**config.mk**
```make
export PLATFORM = sky130hd
export DESIGN_NAME = denklem_seq_flat
export DESIGN_NICKNAME = d
export VERILOG_FILES = /design/src/rtl/denklem_seq_if.sv /design/src/rtl/denklem_seq.sv /design/src/flat_wrapper.sv
export SDC_FILE = /design/constraint.sdc
export NUM_CORES = 1
export LEC_CHECK = 0
export CAP_MARGIN = 20
export CORE_ASPECT_RATIO = 0.75
export CORE_MARGIN = 2
export CORE_UTILIZATION = 50
export DETAILED_ROUTE_END_ITERATION = 8
export PLACE_DENSITY = 0.83
export SETUP_SLACK_MARGIN = 0.05
export SYNTH_ARGS = -nofsm -noshare
export SYNTH_HDL_FRONTEND = slang
export SYNTH_SLANG_ARGS = --single-unit
```
**constraint.sdc**
```tcl
create_clock -name clk -period 10.8 [get_ports clk]
set_clock_uncertainty 0.1 [all_clocks]
set_input_delay 1.08 -clock clk [delete_from_list [all_inputs] [get_ports clk]]
set_output_delay 1.08 -clock clk [all_outputs]
set_load 0.005 [all_outputs]
```
**src/rtl/denklem_seq_if.sv**
```systemverilog
// Handshake and data bundle for the denklem_seq polynomial evaluator.
// The master drives start/x/coef; the slave returns busy/done/y/ovf.
interface denklem_seq_if #(
    parameter int X_W = 3,
    parameter int C_W = 4,
    parameter int DEG = 2,
    parameter int Y_W = 8
);
    logic                   start;
    logic [X_W-1:0]         x;
    logic [(DEG+1)*C_W-1:0] coef;
    logic                   busy;
    logic                   done;
    logic [Y_W-1:0]         y;
    logic                   ovf;

    modport master (
        output start, x, coef,
        input  busy, done, y, ovf
    );

    modport slave (
        input  start, x, coef,
        output busy, done, y, ovf
    );
endinterface

```
**src/rtl/denklem_seq.sv**
```systemverilog
// Sequential Horner polynomial evaluator, one multiply-accumulate per clock.
// Optional macro DENKLEM_SAT_EN saturates y once any Horner step overflows.
module denklem_seq #(
    parameter int X_W = 3,
    parameter int C_W = 4,
    parameter int DEG = 2,
    parameter int Y_W = 8
) (
    input logic         clk,
    input logic         rst_n,
    denklem_seq_if.slave bus
);
    localparam int W  = Y_W + X_W + 1;
    localparam int IW = $clog2(DEG + 1);
    localparam logic [IW-1:0] IDX_TOP = IW'(DEG - 1);

    typedef enum logic [1:0] {
        IDLE,
        CALC,
        DONE
    } state_t;

    state_t                 state;
    logic [Y_W-1:0]         acc;
    logic [X_W-1:0]         x_q;
    logic [(DEG+1)*C_W-1:0] coef_q;
    logic [IW-1:0]          idx;
    logic                   ovf_int;
    logic                   busy_q;
    logic                   done_q;
    logic [Y_W-1:0]         y_q;
    logic                   ovf_q;

    logic [C_W-1:0]         c_sel;
    logic [W-1:0]           mac;
    logic                   ovf_nxt;
    logic [Y_W-1:0]         y_nxt;

    assign bus.busy = busy_q;
    assign bus.done = done_q;
    assign bus.y    = y_q;
    assign bus.ovf  = ovf_q;

    // mac is wide enough that acc*x + c never truncates
    always_comb begin
        c_sel   = coef_q[idx*C_W +: C_W];
        mac     = W'(acc) * W'(x_q) + W'(c_sel);
        ovf_nxt = ovf_int | (|mac[W-1:Y_W]);
`ifdef DENKLEM_SAT_EN
        y_nxt   = ovf_nxt ? '1 : mac[Y_W-1:0];
`else
        y_nxt   = mac[Y_W-1:0];
`endif
    end

    always_ff @(posedge clk or negedge rst_n) begin
        if (!rst_n) begin
            state   <= IDLE;
            acc     <= '0;
            x_q     <= '0;
            coef_q  <= '0;
            idx     <= '0;
            ovf_int <= 1'b0;
            busy_q  <= 1'b0;
            done_q  <= 1'b0;
            y_q     <= '0;
            ovf_q   <= 1'b0;
        end else begin
            unique case (state)
                IDLE: begin
                    if (bus.start) begin
                        x_q     <= bus.x;
                        coef_q  <= bus.coef;
                        acc     <= Y_W'(bus.coef[DEG*C_W +: C_W]);
                        idx     <= IDX_TOP;
                        ovf_int <= 1'b0;
                        busy_q  <= 1'b1;
                        state   <= CALC;
                    end
                end
                CALC: begin
                    acc     <= mac[Y_W-1:0];
                    ovf_int <= ovf_nxt;
                    if (idx == '0) begin
                        y_q    <= y_nxt;
                        ovf_q  <= ovf_nxt;
                        done_q <= 1'b1;
                        state  <= DONE;
                    end else begin
                        idx <= idx - 1'b1;
                    end
                end
                DONE: begin
                    done_q <= 1'b0;
                    busy_q <= 1'b0;
                    state  <= IDLE;
                end
                default: begin
                    done_q <= 1'b0;
                    busy_q <= 1'b0;
                    state  <= IDLE;
                end
            endcase
        end
    end
endmodule

```
**src/flat_wrapper.sv**
```systemverilog
// flat-port wrapper written by rule: the top's interface ports become plain ports
module denklem_seq_flat 
#(
    parameter int X_W = 3,
    parameter int C_W = 4,
    parameter int DEG = 2,
    parameter int Y_W = 8
)
  (clk, rst_n, bus_start, bus_x, bus_coef, bus_busy, bus_done, bus_y, bus_ovf);
  denklem_seq_if #(.X_W(X_W), .C_W(C_W), .DEG(DEG), .Y_W(Y_W)) bus_i ();
  input logic clk;
  input logic rst_n;
  input wire logic [$bits(bus_i.start)-1:0] bus_start;
  input wire logic [$bits(bus_i.x)-1:0] bus_x;
  input wire logic [$bits(bus_i.coef)-1:0] bus_coef;
  output wire logic [$bits(bus_i.busy)-1:0] bus_busy;
  output wire logic [$bits(bus_i.done)-1:0] bus_done;
  output wire logic [$bits(bus_i.y)-1:0] bus_y;
  output wire logic [$bits(bus_i.ovf)-1:0] bus_ovf;
  assign bus_i.start = bus_start;
  assign bus_i.x = bus_x;
  assign bus_i.coef = bus_coef;
  assign bus_busy = bus_i.busy;
  assign bus_done = bus_i.done;
  assign bus_y = bus_i.y;
  assign bus_ovf = bus_i.ovf;
  denklem_seq #(.X_W(X_W), .C_W(C_W), .DEG(DEG), .Y_W(Y_W)) u_core (.clk(clk), .rst_n(rst_n), .bus(bus_i));
endmodule
```
==> reports/summary.md, run 1 <==
### Synthesis
- share of flip-flops with an asynchronous set or reset: 1.00
- synthesized flop and latch total: 39
- number of different library cells in the post-synthesis netlist: 38
- main area contributors after synthesis: sky130_fd_sc_hd__dfrtp_1, sky130_fd_sc_hd__nand2_1, sky130_fd_sc_hd__ha_1
- fraction of the yosys area taken by sequential cells: 0.396
- Avg Inst Size Synth: 9.33 sq um
- count of mapped cells out of synthesis: 264
- Yosys top cell area share: 0.396
- Syn. warnings: 0
- Synth Net Count: 311
- cell type with the highest aggregate area in the netlist: sky130_fd_sc_hd__dfrtp_1
- summed instance area of the synthesized netlist: 2460 sq um
- most frequent cell after synthesis: sky130_fd_sc_hd__nand2_1
- ranking of synthesized cells by instance count: sky130_fd_sc_hd__nand2_1, sky130_fd_sc_hd__dfrtp_1, sky130_fd_sc_hd__ha_1, sky130_fd_sc_hd__o21ai_0
- primary flip-flop cell chosen by synthesis mapping: sky130_fd_sc_hd__dfrtp_1
- EDFF count, synth: 0

### Floorplanning
- I/O Pins: 29
- cell row count: 22
- Die X: 85.1 um
- initial cell density of the core: 0.511
- floorplan die height: 64.8 um
- placeable core region: 4820 sq um
- area enclosed by the die boundary: 5510 sq um

### Worst setup path
- startpoint-to-endpoint class of the critical path: register to register
- startpoint class of the critical path: register
- Data arrival, critical path: 3730 ps
- slowest stage cell, crit path: sky130_fd_sc_hd__fa_1
- worst-path maximum fanout: 9
- critical path endpoint category: register
- Critical Path RT: 10,860 ps
- longest individual stage delay on the worst path: 540 ps
- critical-path cell list: and2_1 > fa_1 > inv_1 > fa_1 > inv_1 > ha_1 > a21o_1 > a21oi_1 > a21oi_2 > or4_1 > a211oi_2 > o21ai_1

### Placement
- count of buffers inserted at the top-level ports: 28
- routability congestion estimate from global placement: 0.899
- Inst Count DP: 346
- DPL Wire Length: 4030 um
- worst slack at placement: 7150 ps

### Pwr
- power density cells: 311 nW/um^2
- Static Leak: 1.44 nW
- peak supply drop: 0.000205 V
- final total power: 0.000887 W

### Routing
- via density per instance: 5.55
- number of DRC markers in iteration 0: 155
- number of nets with antenna violations after routing: 0
- Vias: 1,959
- post-DR wirelength/cell: 15.4 um
- total DRC errors in the routed layout: 0
- Total Wirelength: 5420 um
- number of iterations in the first detailed-routing pass: 5

### STA
- number of pins exceeding their max-slew limit in the final report: 0
- Final Hold Violating Endpoints: 0
- minimum period implied by the final worst setup slack: 3670 ps
- Worst Max-Slew Pin Slew: 913 ps
- final period utilization: 0.340
- Setup violations, final: 0
- Final Worst Setup Slack: 7130 ps
- Slew headroom: 0.389
- unrepaired setup endpoints after global routing: false
- Fmax: 272 MHz
- setup total negative slack: 0 ps

### Min path
- worst min path class: register to register

### Clock tree
- CTS H-Tree Depth: 2
- clock latency on the worst-skew pair: 290 ps
- clock slew seen by the registers of the worst setup and hold paths: 80 ps
- clock root buffer: sky130_fd_sc_hd__clkbuf_8
- CTS max path bufs: 2
- total CTS buffers: 5
- number of instances resized during post-cts repair: 0
- post-CTS setup repair buffer count: 0
- number of clock sinks: 39
- hold bufs inserted after CTS: 0
- TritonCTS clock tree: built

### Run
- max-cap viol count: 0

### Layout
- final core occ: 0.592
- fin nets: 340
- P&R area growth vs syn: 15.8%
- non-filler cells in the finished layout: 353
- antenna fix cells: 0
- layout cells sized above 1: 0.0648

### Global route
- Overall Global Routing Usage: 0.224
- total global routing overflow: 0
- number of global-route vias before repair: 1,987
- first-pass GRT wire length: 9600 um
- initial antenna violation count: 0
- maximum number of pins on one net before global-route repair: 40

### Run status
- result of the run: complete, no violations

## flip-flops by register name, summed over array words and instances, names as in the netlist
signal           flops
u_core.acc           8
u_core.bus.busy      1
u_core.bus.done      1
u_core.bus.ovf       1
u_core.bus.y         8
u_core.coef_q       12
u_core.idx           2
u_core.ovf_int       1
u_core.state         2
u_core.x_q           3
## layout make-up
cell class / instances / area, sq um
Clock buffer: 5 / 68.8
Timing Repair Buffer: 29 / 283
Multi-Input combinational cell: 203 / 1380
Clock inverter: 2 / 13.8
Inverter: 15 / 56.3
Tap cell: 60 / 75.1
Fill cell: 405 / 1960
Sequential cell: 39 / 976
## cell usage in the layout (no fill, tap or decap), drive strengths merged, types with 3 or more instances in the layout
master	netlist	routed
fa	9	9
a21o	4	4
mux2	3	3
a22oi	3	3
xor2	3	3
o21ai	20	20
inv	15	15
ha	20	20
nor2	8	8
and2	15	15
clkdlybuf4s50	0	27
clkbuf	3	5
mux2i	5	5
nand3	6	6
a21oi	8	8
dfrtp	39	39
or2b	3	3
nand2	74	74
## per-layer routing
| metal | vias to the layer above | global-route usage | wire (um) |
|---|---|---|---|
| li1 | 940 | - | - |
| met1 | 963 | 0.344 | 2720 |
| met2 | 49 | 0.314 | 2330 |
| met3 | 7 | 0.0573 | 292 |
| met4 | 0 | 0.0556 | 75 |
| met5 | - | 0 | 0 |
## critical path: cells and delay by family, from the launching register on
kind / cells / cell delay (ps)
compound gates: 5 / 900
fa+ha+maj: 3 / 1310
buf+inv: 2 / 100
simple gates: 2 / 680
flops: 1 / 460
## stage by stage
stage	cell area (sq um)	hold WS [ps]
6_report	2850	385
3_3_place_gp	2770	361
3_5_place_dp	2770	370
4_1_cts	2850	387
2_1_floorplan	2460	344
5_1_grt	2850	411
## final timing paths
kind	cells past startpoint	start	slack, ps	to
hold / removal	2	u_core.coef_q[6]$_DFFE_PN0P_	390	u_core.coef_q[6]$_DFFE_PN0P_
hold reg to reg	2	u_core.coef_q[6]$_DFFE_PN0P_	390	u_core.coef_q[6]$_DFFE_PN0P_
min in group asynchronous	1	rst_n	790	u_core.coef_q[2]$_DFFE_PN0P_
max in group asynchronous	1	rst_n	9260	u_core.acc[5]$_DFFE_PN0P_
setup / recovery	12	u_core.x_q[2]$_DFFE_PN0P_	7130	u_core.bus.ovf$_DFFE_PN0P_
setup reg to reg	12	u_core.x_q[2]$_DFFE_PN0P_	7130	u_core.bus.ovf$_DFFE_PN0P_
## where the power goes
| group | leakage [nW] | internal, W | switching [W] | total (W) |
|---|---|---|---|---|
| clock network | 0.0440 | 0.0000442 | 0.0000518 | 0.0000959 |
| registers | 0.485 | 0.000216 | 0.0000609 | 0.000276 |
| logic | 0.909 | 0.000223 | 0.000292 | 0.000515 |
## logic make-up (layout without fill, tap and decap cells)
kind of cell               count (synthesis)  in the layout  share of synthesized area
muxes                                      8              8                     0.0340
adders and majority gates                 29             29                      0.175
DFF                                       39             39                      0.396
AOI/OAI and AO/OA                         47             47                      0.122
buffers and inverters                     22             51                     0.0457
and+or+nand+nor                          114            114                      0.209
xor gates and xnor gates                   5              5                     0.0178
Note: power is estimated with default switching activity, not from simulation.
==> run 2: changes to the inputs <==
--- a/config.mk
+++ b/config.mk
@@ -10,7 +10,7 @@
 export CORE_MARGIN = 2
 export CORE_UTILIZATION = 50
 export DETAILED_ROUTE_END_ITERATION = 8
-export PLACE_DENSITY = 0.83
+export PLACE_DENSITY = 0.85
 export SETUP_SLACK_MARGIN = 0.05
 export SYNTH_ARGS = -nofsm -noshare
 export SYNTH_HDL_FRONTEND = slang
==> constraint.sdc (replaced) <==
create_clock -name clk -period 3.1 [get_ports clk]
set_clock_uncertainty 0.1 [all_clocks]
set_input_delay 0.31 -clock clk [delete_from_list [all_inputs] [get_ports clk]]
set_output_delay 0.31 -clock clk [all_outputs]
set_load 0.005 [all_outputs]
==> reports/summary.md, run 2 (synthesis results as in run 1) <==
### Placement
- count of buffers inserted at the top-level ports: 28, unchanged
- routability congestion estimate from global placement: 0.884, was 0.899
- Inst Count DP: 367, was 346
- DPL Wire Length: 4460 um, was 4030 um

### Worst setup path
- Data arrival, critical path: 3450 ps, was 3730 ps
- critical path endpoint category: register, unchanged
- worst-path maximum fanout: 7, was 9
- R2R setup slack: -270 ps, was 7130 ps
- startpoint class of the critical path: register, unchanged
- reg-to-reg endpoint: u_core.ovf_int$_DFFE_PN0P_, was u_core.bus.ovf$_DFFE_PN0P_
- Reg-to-Reg Start: u_core.x_q[2]$_DFFE_PN0P_, unchanged
- Critical Path RT: 3180 ps, was 10,860 ps
- number of cell instances on the worst register-to-register path: 10, was 12
- startpoint-to-endpoint class of the critical path: register to register, unchanged

### Floorplanning
- initial cell density of the core: 0.511, unchanged
- floorplan die height: 64.8 um, unchanged
- cell row count: 22, unchanged
- I/O Pins: 29, unchanged
- Die X: 85.1 um, unchanged
- placeable core region: 4820 sq um, unchanged
- area enclosed by the die boundary: 5510 sq um, unchanged

### Clock tree
- clock slew seen by the registers of the worst setup and hold paths: 80 ps, about the same
- TritonCTS clock tree: built, unchanged
- hold bufs inserted after CTS: 0, unchanged
- CTS H-Tree Depth: 2, unchanged
- clock latency on the worst-skew pair: 290 ps, about the same
- number of clock sinks: 39, unchanged
- total CTS buffers: 5, unchanged
- clock root buffer: sky130_fd_sc_hd__clkbuf_8, unchanged
- CTS max path bufs: 2, unchanged

### Pwr
- sw frac: 0.426, was 0.456
- clock share of power: 0.112, was 0.108
- Sw Pwr: 0.00166 W, was 0.000405 W
- Cell Int Power: 0.00223 W, was 0.000482 W
- combinational fraction of design power: 0.644, was 0.580
- Static Leak: 1.59 nW, was 1.44 nW
- part of the total power dissipated in sequential elements: 0.243, was 0.312
- power density cells: 1190 nW/um^2, was 311 nW/um^2
- peak supply drop: 0.000852 V, was 0.000205 V

### Global route
- first-pass GRT wire length: 10,600 um, was 9600 um
- number of global-route vias before repair: 2,212, was 1,987
- Overall Global Routing Usage: 0.244, was 0.224
- maximum number of pins on one net before global-route repair: 40, unchanged
- initial antenna violation count: 0, unchanged
- total global routing overflow: 0, unchanged

### Routing
- via density per instance: 5.59, was 5.55
- number of nets with antenna violations after routing: 0, unchanged
- post-DR wirelength/cell: 16.2 um, was 15.4 um
- number of iterations in the first detailed-routing pass: 5, unchanged
- total DRC errors in the routed layout: 0, unchanged
- number of DRC markers in iteration 0: 182, was 155
- Total Wirelength: 6190 um, was 5420 um
- Vias: 2,134, was 1,959

### STA
- Final Worst Setup Slack: -267 ps, was 7130 ps
- Final Hold Violating Endpoints: 0, unchanged
- Setup violations, final: 7, was 0
- Fmax: 297 MHz, was 272 MHz
- Worst Max-Slew Pin Slew: 864 ps, was 913 ps
- number of pins exceeding their max-slew limit in the final report: 0, unchanged
- minimum period implied by the final worst setup slack: 3370 ps, was 3670 ps
- post-route worst hold slack: 29.9 ps, was 385 ps
- unrepaired setup endpoints after global routing: true, was false
- final period utilization: 1.09, was 0.340
- Slew headroom: 0.424, was 0.389

### Layout
- antenna fix cells: 0, unchanged
- most common cell after layout, fill and taps aside: sky130_fd_sc_hd__nand2_1, unchanged
- non-filler cells in the finished layout: 382, was 353
- P&R area growth vs syn: 32.2%, was 15.8%
- layout cells sized above 1: 0.239, was 0.0648
- max FFs per register: 12, unchanged
- fin nets: 368, was 340
- Reg with most FFs: u_core.coef_q, unchanged
- most frequent cells in the layout: sky130_fd_sc_hd__nand2_1, sky130_fd_sc_hd__dfrtp_1, sky130_fd_sc_hd__clkdlybuf4s50_1, unchanged

### Run
- max-cap viol count: 0, unchanged

### Run status
- result of the run: finished, violations left, was complete, no violations
- violations in the final reports: negative setup slack

### Min path
- worst min path class: input port to asynchronous set/reset pin, was register to register

[run 2: cell types whose count changed in the layout (fill, tap and decap cells not counted), sizes merged]
cell / before / now
buf: 2 / 30
clkinv: 2 / 0
bufinv: 0 / 1
clkinvlp: 0 / 1
inv: 15 / 16
[run 2: layer usage]
layer	GRT usage	wire length, um	part of all wire	up-vias
met4	0.0615	90	0.015	0
met1	0.343	2790	0.45	1055
met5	0	0	0	-
li1	-	-	-	996
met3	0.0497	401	0.065	11
met2	0.391	2910	0.47	72
[run 2: critical path: stages, from the launching register on]
cell                       delay [ps]
sky130_fd_sc_hd__dfrtp_2          450
sky130_fd_sc_hd__buf_4            150
sky130_fd_sc_hd__and2_1           140
sky130_fd_sc_hd__ha_1             290
sky130_fd_sc_hd__ha_1             200
sky130_fd_sc_hd__ha_1             340
sky130_fd_sc_hd__or2b_2           330
sky130_fd_sc_hd__a221o_1          360
sky130_fd_sc_hd__or4_4            540
sky130_fd_sc_hd__a211oi_4         260
sky130_fd_sc_hd__o21ai_1          100
[run 2: power groups by stage]
stage          logic (W)  registers (W)  clock network [W]
6_report         0.00250       0.000946           0.000437
5_1_grt          0.00276       0.000977           0.000466
4_1_cts          0.00229       0.000940           0.000442
3_5_place_dp     0.00202       0.000946                  0
3_3_place_gp     0.00193       0.000940                  0
2_1_floorplan    0.00131       0.000896                  0
[run 2: worst max-delay path by stage]
stage / to / slack, ps / start / cells past startpoint
floorplan: u_core.bus.ovf$_DFFE_PN0P_ / -130 / u_core.x_q[0]$_DFFE_PN0P_ / 11
global route: u_core.bus.ovf$_DFFE_PN0P_ / -350 / u_core.x_q[2]$_DFFE_PN0P_ / 11
finish: u_core.ovf_int$_DFFE_PN0P_ / -270 / u_core.x_q[2]$_DFFE_PN0P_ / 10
detailed placement: u_core.bus.ovf$_DFFE_PN0P_ / -330 / u_core.x_q[1]$_DFFE_PN0P_ / 11
CTS: u_core.bus.ovf$_DFFE_PN0P_ / -290 / u_core.x_q[1]$_DFFE_PN0P_ / 12
global placement: u_core.bus.ovf$_DFFE_PN0P_ / -230 / u_core.x_q[1]$_DFFE_PN0P_ / 12
[run 2: area by class of cell]
class	count	area, sq um
fillers	354	1560
multi-input cells	203	1530
flip-flops and latches	39	980
repair buffers	57	504
well taps	60	75.1
clock buffers	5	68.8
inverters	15	56.3
clock inverters	3	46.3
[run 2: repair_timing]
item	CTS	global route
pin swaps	19	9
hold endpoints to repair	0	0
gates resized for setup	23	10
buffers inserted	5	2
setup endpoints to repair	8	8
[run 2: through the flow]
| stage | power (W) | TNS (ps) | cell area (sq um) | setup slack (ps) | utilization |
|---|---|---|---|---|---|
| floorplan | 0.00220 | -262 | 2500 | -131 | - |
| global placement | 0.00287 | -866 | 2960 | -227 | 0.615 |
| detailed placement | 0.00297 | -1250 | 2960 | -330 | 0.615 |
| CTS | 0.00367 | -686 | 3180 | -295 | 0.661 |
| global route | 0.00420 | -1700 | 3260 | -350 | 0.676 |
| finish | 0.00389 | -912 | 3260 | -267 | 0.676 |
